File: src/rtl/ir_loader.sv
// Instruction-register loader: owns the PC, fetches one word at a time over req/ack
// and presents it on o_ir for one unstalled cycle. Optional timeout: IR_LOADER_TIMEOUT_EN.
module ir_loader #(
    parameter int ADDR_WIDTH     = 16,
    parameter int DATA_WIDTH     = 32,
    parameter int RESET_PC       = 0,
    parameter int TIMEOUT_CYCLES = 15
) (
    input  logic                  clk,
    input  logic                  rst_n,
    input  logic                  i_stall,
    input  logic                  i_jump,
    input  logic [ADDR_WIDTH-1:0] i_jump_addr,
    output logic                  o_mem_req,
    output logic [ADDR_WIDTH-1:0] o_mem_addr,
    input  logic                  i_mem_ack,
    input  logic [DATA_WIDTH-1:0] i_mem_data,
    output logic [DATA_WIDTH-1:0] o_ir,
    output logic [ADDR_WIDTH-1:0] o_pc
`ifdef IR_LOADER_TIMEOUT_EN
    ,
    output logic                  o_timeout
`endif
);

    localparam logic [ADDR_WIDTH-1:0] RESET_PC_C = ADDR_WIDTH'(RESET_PC);

    typedef enum logic [1:0] {
        IDLE  = 2'd0,
        REQ   = 2'd1,
        ISSUE = 2'd2
    } state_t;

    state_t                state_q, state_d;
    logic [ADDR_WIDTH-1:0] pc_q, pc_d;
    logic [ADDR_WIDTH-1:0] opc_q, opc_d;
    logic [DATA_WIDTH-1:0] ir_q, ir_d;
    logic                  mem_req_s;
    logic                  timeout_hit_s;

`ifdef IR_LOADER_TIMEOUT_EN
    localparam int CNT_W = $clog2(TIMEOUT_CYCLES + 1);
    logic [CNT_W-1:0] cnt_q, cnt_d;
    logic             timeout_q, timeout_d;

    // Expiry fires on the TIMEOUT_CYCLES-th consecutive REQ cycle without ack; ack wins.
    assign timeout_hit_s = (state_q == REQ) && !i_mem_ack &&
                           (cnt_q == CNT_W'(TIMEOUT_CYCLES - 1));

    // Wait counter next-state
    always_comb begin
        cnt_d     = cnt_q;
        timeout_d = 1'b0;
        if (i_jump) begin
            cnt_d = {CNT_W{1'b0}};
        end else if ((state_q == REQ) && !i_mem_ack) begin
            if (timeout_hit_s) begin
                cnt_d     = {CNT_W{1'b0}};
                timeout_d = 1'b1;
            end else begin
                cnt_d = cnt_q + CNT_W'(1);
            end
        end else begin
            cnt_d = {CNT_W{1'b0}};
        end
    end

    // Wait counter and timeout pulse registers
    always_ff @(posedge clk) begin
        if (!rst_n) begin
            cnt_q     <= {CNT_W{1'b0}};
            timeout_q <= 1'b0;
        end else begin
            cnt_q     <= cnt_d;
            timeout_q <= timeout_d;
        end
    end

    assign o_timeout = timeout_q;
`else
    assign timeout_hit_s = 1'b0;
`endif

    // State register
    always_ff @(posedge clk) begin
        if (!rst_n) begin
            state_q <= IDLE;
        end else begin
            state_q <= state_d;
        end
    end

    // Next-state logic; a jump overrides everything
    always_comb begin
        state_d = state_q;
        if (i_jump) begin
            state_d = REQ;
        end else begin
            case (state_q)
                IDLE:    state_d = REQ;
                REQ: begin
                    if (i_mem_ack) begin
                        state_d = ISSUE;
                    end else if (timeout_hit_s) begin
                        state_d = IDLE;
                    end else begin
                        state_d = REQ;
                    end
                end
                ISSUE: begin
                    if (i_stall) begin
                        state_d = ISSUE;
                    end else begin
                        state_d = REQ;
                    end
                end
                default: state_d = IDLE;
            endcase
        end
    end

    // Output decode from registered state only
    always_comb begin
        mem_req_s = 1'b0;
        case (state_q)
            REQ:     mem_req_s = 1'b1;
            IDLE:    mem_req_s = 1'b0;
            ISSUE:   mem_req_s = 1'b0;
            default: mem_req_s = 1'b0;
        endcase
    end

    // Datapath next-state: PC, issued word and its address
    always_comb begin
        pc_d  = pc_q;
        ir_d  = ir_q;
        opc_d = opc_q;
        if (i_jump) begin
            pc_d = i_jump_addr;
            ir_d = {DATA_WIDTH{1'b0}};
        end else begin
            case (state_q)
                REQ: begin
                    if (i_mem_ack) begin
                        ir_d  = i_mem_data;
                        opc_d = pc_q;
                        pc_d  = pc_q + ADDR_WIDTH'(1);
                    end else begin
                        ir_d = ir_q;
                    end
                end
                ISSUE: begin
                    if (i_stall) begin
                        ir_d = ir_q;
                    end else begin
                        ir_d = {DATA_WIDTH{1'b0}};
                    end
                end
                default: ir_d = ir_q;
            endcase
        end
    end

    // Datapath registers
    always_ff @(posedge clk) begin
        if (!rst_n) begin
            pc_q  <= RESET_PC_C;
            opc_q <= RESET_PC_C;
            ir_q  <= {DATA_WIDTH{1'b0}};
        end else begin
            pc_q  <= pc_d;
            opc_q <= opc_d;
            ir_q  <= ir_d;
        end
    end

    assign o_mem_req  = mem_req_s;
    assign o_mem_addr = pc_q;
    assign o_ir       = ir_q;
    assign o_pc       = opc_q;

endmodule
File: config.mk
export PLATFORM = sky130hd
export DESIGN_NAME = ir_loader
export DESIGN_NICKNAME = d
export VERILOG_FILES = /design/src/rtl/ir_loader.sv
export SDC_FILE = /design/constraint.sdc
export NUM_CORES = 1
export LEC_CHECK = 0
export CAP_MARGIN = 20
export CORE_MARGIN = 2
export CORE_UTILIZATION = 37
export CTS_CLUSTER_SIZE = 24
export DETAILED_ROUTE_END_ITERATION = 10
export PLACE_DENSITY = 0.75
export SLEW_MARGIN = 25
export SYNTH_ARGS = -nofsm -noshare
export SYNTH_HDL_FRONTEND = slang
export SYNTH_SLANG_ARGS = --single-unit
File: constraint.sdc
create_clock -name clk -period 2.3 [get_ports clk]
set_clock_uncertainty 0.2 [all_clocks]
set_input_delay 0.46 -clock clk [delete_from_list [all_inputs] [get_ports clk]]
set_output_delay 0.46 -clock clk [all_outputs]
set_load 0.05 [all_outputs]
==> flow_summary_export.csv <==
group,metric,value,unit
timing,finalCriticalPeriod,2.238,ns
worst_setup_path,slowest_stage,"clkdlybuf4s50_1",
worst_setup_path,crit_fanout,5,
clock_tree,cts_buffers,9,
routing,drc,0,
global_routing,grt_pass1_vias,2427,
final_layout,diodes,0,
die,die_area,0.007675,sq mm
yosys,synth.most_common_cell,"dfxtp_1",
timing,slew_headroom,64.73,%
worst_setup_path,cp-start-kind,"flip-flop",
yosys,syn_area,0.002586,sq mm
placement,io_buffers,117,
clock_tree,cts_buffer_depth,2,
final_layout,drive_above_1_share,10.90,%
yosys,synth.distinct_cells,37,
hold_path,hold_path_class,"reg -> reg",
global_routing,antenna_found_initial,0,
die,die_y,87.61,um
routing,drt_iter0_markers,104,
global_routing,grt_start_max_net_pins,34,
die,core_area,0.006794,sq mm
worst_setup_path,worstPathCellList,"clkdlybuf4s50_1",
clock_tree,insertion_delay,0.34,ns
worst_setup_path,cp_num_cells,1,
yosys,syn_avg_cell_area,8.857,sq um
worst_setup_path,reg2reg_slack,0.26,ns
timing,finalMaxSlewViolations,0,
placement,place.gp.congestion,0.7395,
worst_setup_path,ff2ff_path_depth,5,
yosys,ys.flop_type,"dfxtp_1",
yosys,netlist_instances,292,
yosys,yosys-top-cells-area,"dfxtp_1 (51%), a22oi_1 (9.3%), nand2_1 (6.2%)",
timing,finalSetupViolCount,0,
clock_tree,htree_levels,3,
timing,fmax,0.4467,GHz
yosys,synth_enable_flop_cells,0,
worst_setup_path,critPathMaxStageDelay,0.83,ns
final_layout,post-route-util,61.53,%
power,power.leakage,1.520,nW
worst_setup_path,crit_path_end,"o_mem_addr[13]",
worst_setup_path,crit_buf_inv,1,
timing,worst_pin_slew,0.5274,ns
power,ir_drop,0.3854,mV
die,start_util,38.07,%
die,die_x,87.61,um
yosys,yosys.area.top_type,"dfxtp_1",
routing,wl,7041,um
worst_setup_path,startpoint,"o_mem_addr[13]",
timing,rsz0062_at_grt,"no",
run,maxCapViolCount,0,
yosys,synthArstFlopShare,0,%
worst_setup_path,r2r_start,"o_mem_addr[0]",
power,powerDensity,640.1,mW/mm^2
clock_tree,numClockSinks,66,
routing,postRouteAntennaNets,0,
yosys,yosys_warnings,0,
outcome,status,"completed",
routing,vias_per_cell,4.917,
final_layout,fin_nets,471,
clock_tree,cts_tree,"yes",
worst_setup_path,cp.required,1.64,ns
clock_tree,hold_buffers,0,
timing,holdWs,0.2583,ns
worst_setup_path,path_delay_family,"buffers and inverters",
yosys,synth-seq-cells,66,
yosys,synthTopCellsByCount,"dfxtp_1 (66), nand2_1 (43), nor2_1 (35)",
die,placementRows,30,
clock_tree,clock-root-buffer,"clkbuf_8",
worst_setup_path,end_kind,"output port",
yosys,synth_fp_nets,346,
clock_tree,path_clk_slew,0.07,ns
worst_setup_path,r2r_end,"o_mem_addr[14]",
worst_setup_path,path_class,"reg -> out",
routing,via_count,2547,
power,finalPower,2.676,mW
global_routing,grt.overflow.total,0,
yosys,seq_area_frac_synth,51.09,%
timing,period_share,97.32,%
timing,hold_viol_final,0,
placement,dp_hpwl,4982,um
global_routing,grt_pass1_wl,11510,um
worst_setup_path,cp.arrival,1.58,ns
die,top_level_ports,118,
routing,wl_per_cell,13.59,um
global_routing,grt.total_usage,19.07,%
routing,dr.pass1.iters,4,
yosys,synth_top_area_share,51.09,%
final_layout,area_growth,61.64,%
[cell families after synthesis]
logic type | synth area share [%]
buffers and inverters | 3.386
AO/OA/AOI/OAI | 22.69
AND/OR/NAND/NOR | 19.98
XOR/XNOR | 2.371
flip-flops | 51.09
adder cells (fa/ha/maj) | 0.4837
[flip-flops by register name, summed over array words and instances (netlist names)]
register	cells
o_ir	32
o_mem_addr	16
o_pc	16
state_q	2
[worst min-delay path by stage]
stage / startpoint / slack (ns) / depth (start not counted) / to
6_report: o_pc[12] / 0.26 / 2 / o_pc[12]
5_1_grt: o_pc[5] / 0.29 / 2 / o_pc[5]
4_1_cts: o_pc[12] / 0.26 / 2 / o_pc[12]
3_5_place_dp: o_pc[12] / 0.25 / 2 / o_pc[12]
3_3_place_gp: o_pc[12] / 0.25 / 2 / o_pc[12]
2_1_floorplan: state_q[1] / 0.31 / 2 / state_q[1]
[metrics by stage]
| stage | area, sq um | TNS [ns] | cells | setup slack [ns] |
|---|---|---|---|---|
| after floorplan | 2620 | 0 | 292 | 0.05281 |
| after global placement | 3971 | -0.7616 | 502 | -0.2637 |
| after detailed placement | 3971 | -0.9639 | 502 | -0.2927 |
| after CTS | 4169 | 0 | 518 | 0.007803 |
| after global routing | 4180 | 0 | 518 | 0.002503 |
| final | 4180 | 0 | 518 | 0.06159 |
[routing by layer]
metal  wire (um)  vias to the layer above  GRT usage (%)
met4          94                        0          6.154
met2        3400                       80          30.79
met5           0                        -              0
met3         549                       10          8.483
li1            -                     1282              -
met1        2997                     1175          22.82
[power breakdown]
group          internal (mW)  switching (mW)  total [mW]
Combinational          0.212           0.258       0.470
Clock                  0.560           0.418       0.978
Sequential              1.18          0.0447        1.23
[placed cells by master, fill, tap and decap left out, types with 6 or more instances in the layout]
cell,netlist,final
dfxtp_1,66,58
nand2_1,43,43
nor3_1,7,7
nor2_1,35,35
a21boi_0,17,17
buf_4,0,18
o21ai_0,11,11
a21oi_1,8,7
clkbuf_8,0,11
a22oi_1,32,32
dfxtp_2,0,6
clkdlybuf4s50_1,0,110
[timing repair]
action                     4_1_cts  5_1_grt
setup endpoints to repair        0        3
resized for setup                0        4
setup buffers                    0        0
[layout make-up]
| class | instances | area [sq um] |
|---|---|---|
| clock buffers | 14 | 162.7 |
| well taps | 96 | 120.1 |
| fillers | 603 | 2614 |
| inverters | 4 | 15.01 |
| repair buffers | 133 | 1314 |
| multi-input cells | 203 | 1197 |
| clock inverters | 2 | 35.03 |
| flip-flops and latches | 66 | 1336 |
(Power assumes the default switching activity.)
